### src/rtl/agr_sched_pkg.sv
// Shared definitions for the AGRUPATE job scheduler and its helpers.
package agr_sched_pkg;

    localparam int unsigned STATE_W = 3;
    typedef logic [STATE_W-1:0] state_t;

    localparam state_t ST_IDLE = 3'd0;
    localparam state_t ST_CFG  = 3'd1;
    localparam state_t ST_ARM  = 3'd2;
    localparam state_t ST_RUN  = 3'd3;
    localparam state_t ST_FIN  = 3'd4;
    localparam state_t ST_ERR  = 3'd5;

    localparam int unsigned DEF_LOG_MAX_ITERS          = 16;
    localparam int unsigned DEF_LOG_MAX_READS_PER_ITER = 16;
    localparam int unsigned DEF_LOG_TIMEOUT            = 20;

endpackage

### src/rtl/agr_sched_watchdog.sv
// Saturating stall counter; expired flags the increment that lands on all-ones.
module agr_sched_watchdog
    import agr_sched_pkg::*;
#(
    parameter int unsigned LOG_TIMEOUT = DEF_LOG_TIMEOUT
) (
    input  logic clk,
    input  logic rst,
    input  logic inc,
    input  logic clr,
    output logic expired
);

    localparam logic [LOG_TIMEOUT-1:0] CNT_MAX = '1;

    logic [LOG_TIMEOUT-1:0] cnt;

    // Counter: clear wins over increment, holds once saturated.
    always_ff @(posedge clk) begin
        if (rst) begin
            cnt <= '0;
        end else if (clr) begin
            cnt <= '0;
        end else if (inc && (cnt != CNT_MAX)) begin
            cnt <= cnt + LOG_TIMEOUT'(1);
        end
    end

    // Expiry is seen on the same edge the counter saturates, so the owner reacts without an extra cycle.
    assign expired = ~clr & ((cnt == CNT_MAX) | (inc & (cnt == (CNT_MAX - LOG_TIMEOUT'(1)))));

endmodule

### src/rtl/agr_sched.sv
// Job-level controller for one AGRUPATE instance: configure, gate output, count groups, report end.
module agr_sched
    import agr_sched_pkg::*;
#(
    parameter int unsigned LOG_MAX_ITERS          = DEF_LOG_MAX_ITERS,
    parameter int unsigned LOG_MAX_READS_PER_ITER = DEF_LOG_MAX_READS_PER_ITER,
    parameter int unsigned CNT_WIDTH              = LOG_MAX_ITERS + LOG_MAX_READS_PER_ITER,
    parameter int unsigned LOG_TIMEOUT            = DEF_LOG_TIMEOUT
) (
    input  logic                              clk,
    input  logic                              rst,
    input  logic                              job_valid,
    output logic                              job_ready,
    input  logic [LOG_MAX_ITERS-1:0]          job_iters,
    input  logic [LOG_MAX_READS_PER_ITER-1:0] job_reads,
    input  logic                              abort,
    output logic                              agr_configure,
    output logic [LOG_MAX_ITERS-1:0]          agr_num_iters,
    output logic [LOG_MAX_READS_PER_ITER-1:0] agr_num_reads_per_iter,
    input  logic                              agr_valid_out,
    output logic                              agr_avail_in,
    input  logic                              down_avail,
    output logic                              busy,
    output logic                              done,
    output logic                              error,
    output logic [CNT_WIDTH-1:0]              groups_done
);

    state_t               state;
    state_t               state_nxt;
    logic [CNT_WIDTH-1:0] expected;
    logic                 accept;
    logic                 zero_job;
    logic                 grp_fire;
    logic                 last_grp;
    logic                 wd_inc;
    logic                 wd_clr;
    logic                 wd_expired;

    assign accept   = (state == ST_IDLE) & job_valid;
    assign zero_job = (job_iters == '0) | (job_reads == '0);
    // A group is recorded on the ungated handshake so an abort racing the last group still logs it.
    assign grp_fire = (state == ST_RUN) & agr_valid_out & down_avail;
    assign last_grp = grp_fire & ((groups_done + CNT_WIDTH'(1)) == expected);
    assign wd_inc   = (state == ST_RUN) & ~grp_fire;
    assign wd_clr   = accept | grp_fire;

    agr_sched_watchdog #(
        .LOG_TIMEOUT(LOG_TIMEOUT)
    ) u_watchdog (
        .clk    (clk),
        .rst    (rst),
        .inc    (wd_inc),
        .clr    (wd_clr),
        .expired(wd_expired)
    );

    // State register.
    always_ff @(posedge clk) begin
        if (rst) begin
            state <= ST_IDLE;
        end else begin
            state <= state_nxt;
        end
    end

    // Next-state logic; abort beats the last group, the last group beats the watchdog.
    always_comb begin
        state_nxt = state;
        case (state)
            ST_IDLE: if (job_valid) state_nxt = zero_job ? ST_ERR : ST_CFG;
            ST_CFG:  state_nxt = abort ? ST_IDLE : ST_ARM;
            ST_ARM:  state_nxt = abort ? ST_IDLE : ST_RUN;
            ST_RUN: begin
                if (abort)           state_nxt = ST_IDLE;
                else if (last_grp)   state_nxt = ST_FIN;
                else if (wd_expired) state_nxt = ST_ERR;
            end
            ST_FIN:  state_nxt = ST_IDLE;
            ST_ERR:  state_nxt = ST_IDLE;
            default: state_nxt = ST_IDLE;
        endcase
    end

    // Output decode from the state register; avail is gated live by down_avail and abort.
    always_comb begin
        job_ready     = 1'b0;
        agr_configure = 1'b0;
        busy          = 1'b0;
        done          = 1'b0;
        error         = 1'b0;
        agr_avail_in  = 1'b0;
        case (state)
            ST_IDLE: job_ready = 1'b1;
            ST_CFG: begin
                agr_configure = 1'b1;
                busy          = 1'b1;
            end
            ST_ARM:  busy = 1'b1;
            ST_RUN: begin
                busy         = 1'b1;
                agr_avail_in = down_avail & ~abort;
            end
            ST_FIN:  done  = 1'b1;
            ST_ERR:  error = 1'b1;
            default: ;
        endcase
    end

    // Job fields, expected product and emitted-group counter.
    always_ff @(posedge clk) begin
        if (rst) begin
            agr_num_iters          <= '0;
            agr_num_reads_per_iter <= '0;
            expected               <= '0;
            groups_done            <= '0;
        end else if (accept) begin
            agr_num_iters          <= job_iters;
            agr_num_reads_per_iter <= job_reads;
            expected               <= CNT_WIDTH'(job_iters) * CNT_WIDTH'(job_reads);
            groups_done            <= '0;
        end else if (grp_fire) begin
            groups_done            <= groups_done + CNT_WIDTH'(1);
        end
    end

endmodule

### config.mk
export PLATFORM = sky130hd
export DESIGN_NAME = agr_sched
export DESIGN_NICKNAME = d
export VERILOG_FILES = /design/src/rtl/agr_sched_pkg.sv /design/src/rtl/agr_sched_watchdog.sv /design/src/rtl/agr_sched.sv
export SDC_FILE = /design/constraint.sdc
export NUM_CORES = 1
export LEC_CHECK = 0
export ABC_AREA = 1
export BUFFER_PORTS_ARGS = -buffer_cell sky130_fd_sc_hd__buf_2
export CAP_MARGIN = 20
export CORE_UTILIZATION = 45
export DETAILED_ROUTE_END_ITERATION = 6
export SLEW_MARGIN = 20
export SYNTH_ARGS = -nofsm -noshare
export SYNTH_HDL_FRONTEND = slang
export SYNTH_HIERARCHICAL = 1
export SYNTH_SLANG_ARGS = --single-unit
### constraint.sdc
create_clock -name clk -period 6.3 [get_ports clk]
set_input_delay 1.26 -clock clk [delete_from_list [all_inputs] [get_ports clk]]
set_output_delay 1.26 -clock clk [all_outputs]
set_load 0.03 [all_outputs]
==> flow_summary.json, run 1 <==
{
  "finalHoldViolations": 0,
  "placed_area_um2": 17000,
  "ys_warn_count": 6,
  "synth_top_area_cell": "fa_1",
  "path_clk_slew_ns": 0.05,
  "fin_cells": 2785,
  "drv_slew": 0,
  "synth_area_um2": 15200,
  "ctsHoldBuffers": 0,
  "holdCritPathClass": "reg -> reg",
  "worstHoldStart": "agr_num_iters[3]$_SDFFE_PP0P_",
  "synthArstFlopShare": 0,
  "io_buffers": 107,
  "mostFrequentLayoutCell": "nand2_1",
  "place_congestion": 0.919,
  "drive_above_1_share": 0.145,
  "multiInputGateArea_um2": 10800,
  "netlist.area_leader.share": 0.255,
  "htree_levels": 4,
  "hold_ws_ns": 0.440,
  "cts_root_buffer": "clkbuf_16",
  "p_per_area_nw_per_um2": 580,
  "crit_path_start_kind": "input port",
  "ys_ff_latch": 119,
  "wl_per_cell_um": 15.0,
  "status": "complete, no violations",
  "synth_edf_count": 0,
  "first_global_vias": 13600,
  "skew_ns": 0.00908,
  "reg2reg_to": "agr_num_iters[15]$_SDFFE_PP0P_",
  "post-dp-hpwl_mm": 35.0,
  "post_cts_resize_count": 0,
  "rrSetupSlack_ns": 2.87,
  "reg2reg_depth": 10,
  "die_w_um": 186,
  "drv_cap": 0,
  "vias_per_cell": 4.92,
  "ir_drop_mv": 0.740,
  "gr-total-overflow": 0,
  "cts_sinks": 119,
  "regArea_um2": 2380,
  "worstSetupEndpointType": "register",
  "r2r-start": "state[1]$_SDFFE_PP0P_",
  "finalPower_mw": 10.3,
  "synth_nets": 2508,
  "clk_latency_ns": 0.43,
  "seq_area_frac_synth": 0.156,
  "nets": 2665,
  "crit_arrival_ns": 6.44,
  "design_area_um2": 17800,
  "dieArea_um2": 34600,
  "slew-limit-headroom": 0.363,
  "cts_setup_buffers": 0,
  "drt-pass1-iter-count": 5,
  "nFillCells": 3288,
  "synth.distinct_cells": 43,
  "drc": 0,
  "syn_area_per_cell_um2": 7.03,
  "clk_path_buf_depth": 2,
  "synth-main-ff-cell": "dfxtp_1",
  "via_count": 13700,
  "finalCritPeriodShare": 0.964,
  "cp.required_ns": 6.67,
  "syn_inst": 2169,
  "power_leakage_nw": 9.75,
  "crit_fanout": 9,
  "max_freq_mhz": 165,
  "antenna_found_initial": 0,
  "setup_tns_ns": 0,
  "coreArea_um2": 33400,
  "area_growth_pct": 16.4,
  "cts_tree": "built",
  "crit_type": "in -> reg",
  "rows": 67,
  "most-common-layout-cells": "nand2_1 (587), inv_1 (508), fa_1 (193), buf_4 (122), dfxtp_1 (119)",
  "worst_slew_pin_slew_ns": 0.956,
  "grt_max_degree": 43,
  "ios": 108,
  "worstHoldPathCells": 2,
  "dp_cells": 2755,
  "yosys-top-cells-area": "fa_1 (25%), dfxtp_1 (16%), nand2_1 (15%)",
  "die_y_um": 186,
  "num_antenna_cells": 0,
  "start_util": 0.456,
  "grt_first_pass_wirelength_mm": 67.6,
  "hold_path_end": "agr_num_iters[3]$_SDFFE_PP0P_",
  "numCtsBuffers": 17,
  "grtUsageTotal": 0.252,
  "drtIter0Drc": 786,
  "ant_nets": 0,
  "min_period_ns": 6.07,
  "finalSetupViolations": 0,
  "wl_mm": 41.7
}
## where the power goes
part | internal, mW | switching (mW) | total [mW]
sequential | 0.838 | 0.0568 | 0.895
combinational | 3.74 | 4.63 | 8.37
clock | 0.675 | 0.357 | 1.03
total | 5.26 | 5.04 | 10.3
## logic make-up after synthesis
kind of cell    share of synthesized area
compound gates                     0.0871
xor+xnor                           0.0246
fa+ha+maj                           0.342
buf+inv                             0.150
flops                               0.156
simple gates                        0.240
## per-stage QoR
| step | worst slack [ns] | util |
|---|---|---|
| after floorplan | -0.00960 | - |
| after global placement | -0.330 | 0.507 |
| after detailed placement | -0.361 | 0.507 |
| after CTS | 0.0855 | 0.525 |
| after global routing | -0.0159 | 0.531 |
| final | 0.225 | 0.531 |
## synthesized netlist by cell type, types with 3 or more instances
| library cell | n |
|---|---|
| buf_2 | 6 |
| a31oi_1 | 10 |
| nor4_1 | 6 |
| o21a_1 | 4 |
| fa_1 | 194 |
| o21ai_1 | 3 |
| xor2_1 | 24 |
| nor2_1 | 121 |
| clkbuf_1 | 69 |
| xnor2_1 | 11 |
| nand2_4 | 4 |
| nor2_4 | 10 |
| o22ai_1 | 3 |
| ha_1 | 107 |
| inv_1 | 509 |
| nand3b_1 | 5 |
| nor2_2 | 9 |
| nand2_2 | 9 |
| a21oi_1 | 83 |
| nand2_1 | 592 |
| and2_1 | 3 |
| a22o_1 | 5 |
| o21ai_0 | 100 |
| buf_1 | 14 |
| nor3_1 | 10 |
| nand3_2 | 4 |
| a21oi_2 | 9 |
| a21o_1 | 6 |
| nand3_1 | 77 |
| dfxtp_1 | 119 |
| o211ai_1 | 9 |
| nand4_1 | 20 |
## worst max-delay path by stage
stage | depth (start not counted) | startpoint | end | slack [ns]
after floorplan | 26 | job_reads[4] | expected[19]$_SDFFE_PP0P_ | -0.01
after global placement | 21 | job_iters[11] | expected[28]$_SDFFE_PP0P_ | -0.33
after detailed placement | 21 | job_iters[9] | expected[27]$_SDFFE_PP0P_ | -0.36
after CTS | 21 | job_iters[9] | expected[27]$_SDFFE_PP0P_ | 0.09
after global routing | 25 | job_reads[4] | expected[19]$_SDFFE_PP0P_ | -0.02
final | 23 | job_iters[12] | expected[27]$_SDFFE_PP0P_ | 0.23
## area by class of cell
cell class              instances  area share
well taps                     448      0.0316
flip-flops and latches        119       0.134
inverters                     511       0.108
repair buffers                229      0.0855
clock inverters                 9     0.00846
clock buffers                  21      0.0259
multi-input cells            1448       0.606
## worst max-delay path, cell delays in order
cell and delay, ns:
buf_2 0.18, nand2_1 0.09, inv_1 0.06, fa_1 0.54, inv_1 0.05, fa_1 0.48, inv_1 0.05, fa_1 0.48
fa_1 0.51, fa_1 0.49, inv_1 0.05, fa_1 0.47, inv_1 0.04, ha_2 0.39, nand2_4 0.10, nor4_4 0.24
buf_4 0.15, nand4_1 0.14, nand3_2 0.16, a21o_1 0.14, xor2_1 0.19, o21ai_0 0.10, inv_1 0.07
## state kept, by name, indices dropped and copies added (netlist names)
signal                  count
agr_num_iters              16
agr_num_reads_per_iter     16
expected                   32
groups_done                32
state                       3
u_watchdog/cnt             20
## metal layers
metal	wire length, µm	part of all wire	track usage
met4	1150	0.028	0.0918
met2	19700	0.47	0.426
met1	18700	0.45	0.330
met5	0	0	0
met3	2190	0.053	0.0297
(Power assumes the default switching activity.)
==> run 2: changes to the inputs <==
--- a/config.mk
+++ b/config.mk
@@ -8,8 +8,9 @@
 export ABC_AREA = 1
 export BUFFER_PORTS_ARGS = -buffer_cell sky130_fd_sc_hd__buf_2
 export CAP_MARGIN = 20
-export CORE_UTILIZATION = 45
+export CORE_UTILIZATION = 35
 export DETAILED_ROUTE_END_ITERATION = 6
+export PLACE_DENSITY = 0.51
 export SLEW_MARGIN = 20
 export SYNTH_ARGS = -nofsm -noshare
 export SYNTH_HDL_FRONTEND = slang
==> run 2 against run 1 <==
  * Utilization fell by 12 points
  * Sequential power barely moved
  * Die area rose by 28%
  * Critical path depth fell by 1
  * Critical path type unchanged
  * Sequential cell count did not move
  * Critical endpoint is now expected[29]$_SDFFE_PP0P_
  * Total power fell by 3.1%
  * Non-clock buffer count fell by 6
  * Clock skew rose by 0.0082 ns
==> flow_summary.json, run 2 (synthesis results as in run 1) <==
{
  "ir_drop_mv": 0.551,
  "cts_sinks": 119,
  "io_buffers": 107,
  "first_global_vias": 13700,
  "drv_slew": 0,
  "dp_cells": 2886,
  "cts_root_buffer": "clkbuf_16",
  "crit_path_start_kind": "input port",
  "finalCritPeriodShare": 0.973,
  "die_y_um": 211,
  "timing.final.ws_setup_ns": 0.168,
  "mostFrequentLayoutCell": "nand2_1",
  "wl_mm": 43.6,
  "grt_first_pass_wirelength_mm": 71.7,
  "nFillCells": 4656,
  "multiInputGateArea_um2": 10700,
  "rows": 76,
  "finalHoldViolations": 0,
  "min_period_ns": 6.13,
  "htree_levels": 4,
  "drc": 0,
  "dieArea_um2": 44400,
  "fin_cells": 2917,
  "post-place-ws_ns": -0.658,
  "status": "complete, no violations",
  "rrSetupSlack_ns": 3.23,
  "slew-limit-headroom": 0.378,
  "gr-total-overflow": 0,
  "skew_ns": 0.0173,
  "nets": 2659,
  "crit_type": "in -> reg",
  "coreArea_um2": 43000,
  "antenna_found_initial": 0,
  "num_antenna_cells": 0,
  "p_per_area_nw_per_um2": 562,
  "max_freq_mhz": 163,
  "wl_met2_mm": 20.5,
  "worst_slew_pin_slew_ns": 0.934,
  "cpPeakStageDelay_ns": 0.51,
  "worstSetupEndpointType": "register",
  "via_count": 13500,
  "post-dp-hpwl_mm": 36.6,
  "crit_top_cell": "fa_1",
  "crit_fanout": 12,
  "area_growth_pct": 16.4,
  "clk_latency_ns": 0.49,
  "place_congestion": 0.905,
  "numCtsBuffers": 17,
  "start_util": 0.355,
  "most-common-layout-cells": "nand2_1 (588), inv_1 (508), fa_1 (194), nor2_1 (119), dfxtp_1 (119)",
  "ctsHoldBuffers": 0,
  "drv_cap": 0,
  "cts_tree": "built",
  "path_clk_slew_ns": 0.07,
  "power_leakage_nw": 9.68,
  "die_w_um": 211,
  "drive_above_1_share": 0.138,
  "critPathSlowestCell": "fa_1",
  "grt_max_degree": 41,
  "finalSetupViolations": 0,
  "dr.max_layer_used": "met4",
  "clk_path_buf_depth": 2,
  "regArea_um2": 2380,
  "drtIter0Drc": 640,
  "finalPower_mw": 9.98,
  "reg.largest.list": "expected: 32 flops, groups_done: 32 flops, u_watchdog/cnt: 20 flops",
  "wl_met3_mm": 1.77,
  "cp.required_ns": 6.68,
  "holdCritPathClass": "reg -> reg",
  "wl_per_cell_um": 15.0,
  "ant_nets": 0,
  "drt-pass1-iter-count": 5,
  "path_cells": "buf_2 > buf_4 > nand2_1 > inv_1 > fa_1 > fa_1 > fa_1 > fa_1 > fa_1 > inv_1 > fa_1 > inv_1 > ha_1 > nand2_1 > nor4_4 > nand4_1 > nand3_1 > nand3_1 > nand4_1 > nand3_1 > o211ai_1 > inv_1",
  "vias_per_cell": 4.62,
  "met1_length_mm": 20.4,
  "grtUsageTotal": 0.208,
  "ios": 108,
  "crit_arrival_ns": 6.52
}
==> run 2: changes by cell type in the layout (fill, tap and decap cells not counted), moves of 3 or more <==
cell / previous run / this run
ha_1: 100 / 103
ha_2: 4 / 1
buf_2: 95 / 98
buf_4: 122 / 115
o21ai_0: 91 / 94
bufinv_16: 4 / 1
==> run 2: critical path, delay by kind of cell <==
kind,cells,cell delay (ns)
adder cells (fa/ha/maj),7,3.14
buffers and inverters,6,0.69
AND/OR/NAND/NOR,8,1.31
AO/OA/AOI/OAI,1,0.10
==> run 2: area by class of cell <==
| type | count | area share |
|---|---|---|
| clock buffers | 23 | 0.0269 |
| clock inverters | 8 | 0.00416 |
| inverters | 511 | 0.108 |
| multi-input cells | 1448 | 0.604 |
| flip-flops and latches | 119 | 0.134 |
| well taps | 585 | 0.0412 |
| repair buffers | 223 | 0.0812 |
==> run 2: path summary, 6_finish.rpt <==
check,cells past startpoint,end,from
max,22,expected[29]$_SDFFE_PP0P_,job_iters[4]
min,2,agr_num_iters[6]$_SDFFE_PP0P_,agr_num_iters[6]$_SDFFE_PP0P_
max reg2reg,9,expected[11]$_SDFFE_PP0P_,state[1]$_SDFFE_PP0P_
min reg2reg,2,agr_num_iters[6]$_SDFFE_PP0P_,agr_num_iters[6]$_SDFFE_PP0P_
==> run 2: power breakdown <==
group          internal [mW]  leakage (nW)  switching, mW
clock network          0.567         0.269          0.392
logic                   3.56          8.44           4.57
registers              0.838         0.971         0.0566
total                   4.96          9.68           5.01
==> run 2: per-layer routing <==
layer | GRT usage | up-vias
li1 | - | 6801
met3 | 0.0329 | 47
met2 | 0.348 | 265
met4 | 0.0680 | 0
met5 | 0 | -
met1 | 0.274 | 6356
==> run 2: timing repair <==
item,in CTS,in global routing
hold endpoints to repair,0,0
pin swaps,0,2
gates resized for setup,2,33
setup buffers,0,0
endpoints found under the setup margin,5,16
cloned,0,0
==> run 2: metrics by stage <==
stage,hold WS (ns),utilization,cell area [µm²],TNS (ns)
global route,0.461,0.413,17800,-0.00310
global placement,0.425,0.397,17100,-5.99
CTS,0.445,0.410,17600,0
detailed placement,0.432,0.397,17100,-6.94
finish,0.440,0.413,17800,0
floorplan,0.451,-,15400,-0.0106
==> run 3: changes to the inputs <==
--- a/config.mk
+++ b/config.mk
@@ -8,9 +8,9 @@
 export ABC_AREA = 1
 export BUFFER_PORTS_ARGS = -buffer_cell sky130_fd_sc_hd__buf_2
 export CAP_MARGIN = 20
-export CORE_UTILIZATION = 35
+export CORE_UTILIZATION = 30
 export DETAILED_ROUTE_END_ITERATION = 6
-export PLACE_DENSITY = 0.51
+export PLACE_DENSITY = 0.45
 export SLEW_MARGIN = 20
 export SYNTH_ARGS = -nofsm -noshare
 export SYNTH_HDL_FRONTEND = slang
==> run 3 against run 2 <==
  * Total power grew 1.5%
  * Clock-buffer cell count fell by 4
  * Hold slack better by 0.0056 ns
  * Critical path depth is 2 higher
  * Die area rose by 17%
  * Wire length increased by 3.6%
  * Maximum frequency rose by 0.60%
  * Clock power is 11% higher
  * Cell area grew 1.3%
  * Sequential power barely moved
==> flow_summary.json, run 3 (synthesis results as in run 1) <==
{
  "status": "complete, no violations",
  "ant_nets": 0,
  "critPathSlowestCell": "fa_1",
  "skew_ns": 0.0306,
  "dieArea_um2": 51700,
  "path_clk_slew_ns": 0.06,
  "rrSetupSlack_ns": 3.13,
  "finalSetupViolations": 0,
  "drive_above_1_share": 0.143,
  "power_leakage_nw": 9.77,
  "numCtsBuffers": 17,
  "cpPeakStageDelay_ns": 0.54,
  "coreArea_um2": 50200,
  "comb_power_share": 0.807,
  "finalCritPeriodShare": 0.968,
  "post-place-ws_ns": -0.682,
  "ir_drop_mv": 0.434,
  "start_util": 0.304,
  "clk_latency_ns": 0.49,
  "reg.largest.list": "expected: 32 flops, groups_done: 32 flops, u_watchdog/cnt: 20 flops",
  "cts_sinks": 119,
  "holdCritPathClass": "reg -> reg",
  "clock_power_share": 0.104,
  "gr-total-overflow": 0,
  "drt-pass1-iter-count": 7,
  "crit_path_start": "job_iters[10]",
  "post-dp-hpwl_mm": 38.1,
  "p_per_area_nw_per_um2": 563,
  "drv_cap": 0,
  "nets": 2671,
  "cts_root_buffer": "clkbuf_16",
  "drc": 0,
  "timing.final.ws_setup_ns": 0.205,
  "die_w_um": 227,
  "sw_frac_of_total": 0.502,
  "min_period_ns": 6.10,
  "grt_max_degree": 41,
  "htree_levels": 4,
  "clk_path_buf_depth": 2,
  "vias_per_cell": 4.47,
  "crit_fanout": 8,
  "globalRouteMet3Util": 0.0289,
  "wl_mm": 45.2,
  "rsz0062_at_grt": "false",
  "place_congestion": 0.920,
  "grt_first_pass_wirelength_mm": 74.0,
  "nFillCells": 5372,
  "setup_tns_ns": 0,
  "reg2reg_to": "expected[11]$_SDFFE_PP0P_",
  "crit_type": "in -> reg",
  "cp.required_ns": 6.66,
  "wl_per_cell_um": 15.0,
  "worst_slew_pin_slew_ns": 0.973,
  "finalHoldViolations": 0,
  "io_buffers": 107,
  "grt_use_met2": 0.311,
  "r2r-start": "state[1]$_SDFFE_PP0P_",
  "max_freq_mhz": 164,
  "num_antenna_cells": 0,
  "grtUsageTotal": 0.186,
  "post-route-util": 0.359,
  "power.switching_mw": 5.08,
  "via_count": 13500,
  "area_growth_pct": 18.0,
  "antenna_found_initial": 2,
  "first_global_vias": 13800,
  "endpoint": "expected[25]$_SDFFE_PP0P_",
  "crit_arrival_ns": 6.45,
  "slew-limit-headroom": 0.351,
  "most-common-layout-cells": "nand2_1 (589), inv_1 (508), fa_1 (194), buf_4 (130), nor2_1 (120)",
  "reg2reg_depth": 9,
  "worstSetupEndpointType": "register",
  "ctsHoldBuffers": 0,
  "cts_setup_buffers": 0,
  "drv_slew": 0,
  "mostFrequentLayoutCell": "nand2_1",
  "path_cells": "clkbuf_4 > buf_4 > nand2_1 > inv_1 > fa_1 > inv_1 > fa_1 > inv_1 > fa_1 > fa_1 > fa_1 > inv_1 > fa_1 > inv_1 > ha_1 > nand2_2 > buf_4 > o21ai_0 > a31oi_1 > nand3_2 > a21o_1 > xor2_1 > o21ai_0 > inv_1",
  "rows": 82,
  "internal_power_mw": 5.05,
  "die_y_um": 227,
  "seqPwrFrac": 0.088,
  "crit_path_start_kind": "input port",
  "cts_tree": "built",
  "ios": 108,
  "drtIter0Drc": 728,
  "gr-usage-met1": 0.249,
  "busiest_layer": "met2"
}
==> run 3: changes by cell type in the layout (fill, tap and decap cells not counted), sizes merged <==
cell	delta
buf	+11
bufinv	+1
clkbuf	-3
clkinv	-1
clkinvlp	-1
inv	+6
==> run 3: worst min-delay path by stage <==
stage | from | endpoint | slack (ns) | depth (start not counted)
CTS | agr_num_iters[3]$_SDFFE_PP0P_ | agr_num_iters[3]$_SDFFE_PP0P_ | 0.45 | 2
finish | agr_num_iters[3]$_SDFFE_PP0P_ | agr_num_iters[3]$_SDFFE_PP0P_ | 0.45 | 2
floorplan | expected[6]$_SDFFE_PP0P_ | expected[6]$_SDFFE_PP0P_ | 0.45 | 2
detailed placement | agr_num_iters[3]$_SDFFE_PP0P_ | agr_num_iters[3]$_SDFFE_PP0P_ | 0.44 | 2
global route | agr_num_iters[3]$_SDFFE_PP0P_ | agr_num_iters[3]$_SDFFE_PP0P_ | 0.48 | 2
global placement | agr_num_iters[5]$_SDFFE_PP0P_ | agr_num_iters[5]$_SDFFE_PP0P_ | 0.43 | 2
==> run 3: layout make-up <==
class	instances	area, µm²	share of cell area
multi-input combinational	1448	10700	0.594
sequential	119	2380	0.132
inverter	511	1920	0.107
timing repair buffer	235	1540	0.0857
tap	672	841	0.0467
clock buffer	19	453	0.0252
clock inverter	13	160	0.00890
==> run 3: power groups by stage <==
stage               registers (mW)  clock network (mW)  logic [mW]
floorplan                    0.922                   0        4.69
global placement             0.909                   0        7.83
global route                 0.903                1.12        9.36
finish                       0.894                1.06        8.18
CTS                          0.894                1.09        7.91
detailed placement           0.910                   0        7.84
==> run 3: per-layer routing <==
layer	vias to the layer above	part of all wire	wire (µm)
li1	6838	-	-
met1	6378	0.48	21900
met2	229	0.47	21100
met3	42	0.037	1670
met4	4	0.012	543
met5	-	0.00060	27
==> run 3: repair_timing <==
| item | in CTS | in global routing |
|---|---|---|
| cloned | 0 | 0 |
| setup endpoints to repair | 3 | 16 |
| pin swaps | 0 | 5 |
| resized for setup | 1 | 37 |
==> run 3: metrics by stage <==
step	instances	hold slack [ns]	power, mW	instance area, µm²
final	3017	0.446	10.1	18000
after global routing	3017	0.475	11.4	18000
after CTS	3017	0.452	9.90	17900
after detailed placement	2985	0.437	8.75	17300
after global placement	2985	0.427	8.74	17300
after floorplan	2169	0.451	5.61	15400
==> run 3: worst max-delay path: cells and delay by family <==
| kind | cells | cell delay (ns) |
|---|---|---|
| buffers and inverters | 9 | 0.76 |
| adders and majority gates | 7 | 3.32 |
| and+or+nand+nor | 3 | 0.34 |
| xor gates and xnor gates | 1 | 0.15 |
| AOI/OAI and AO/OA | 4 | 0.60 |
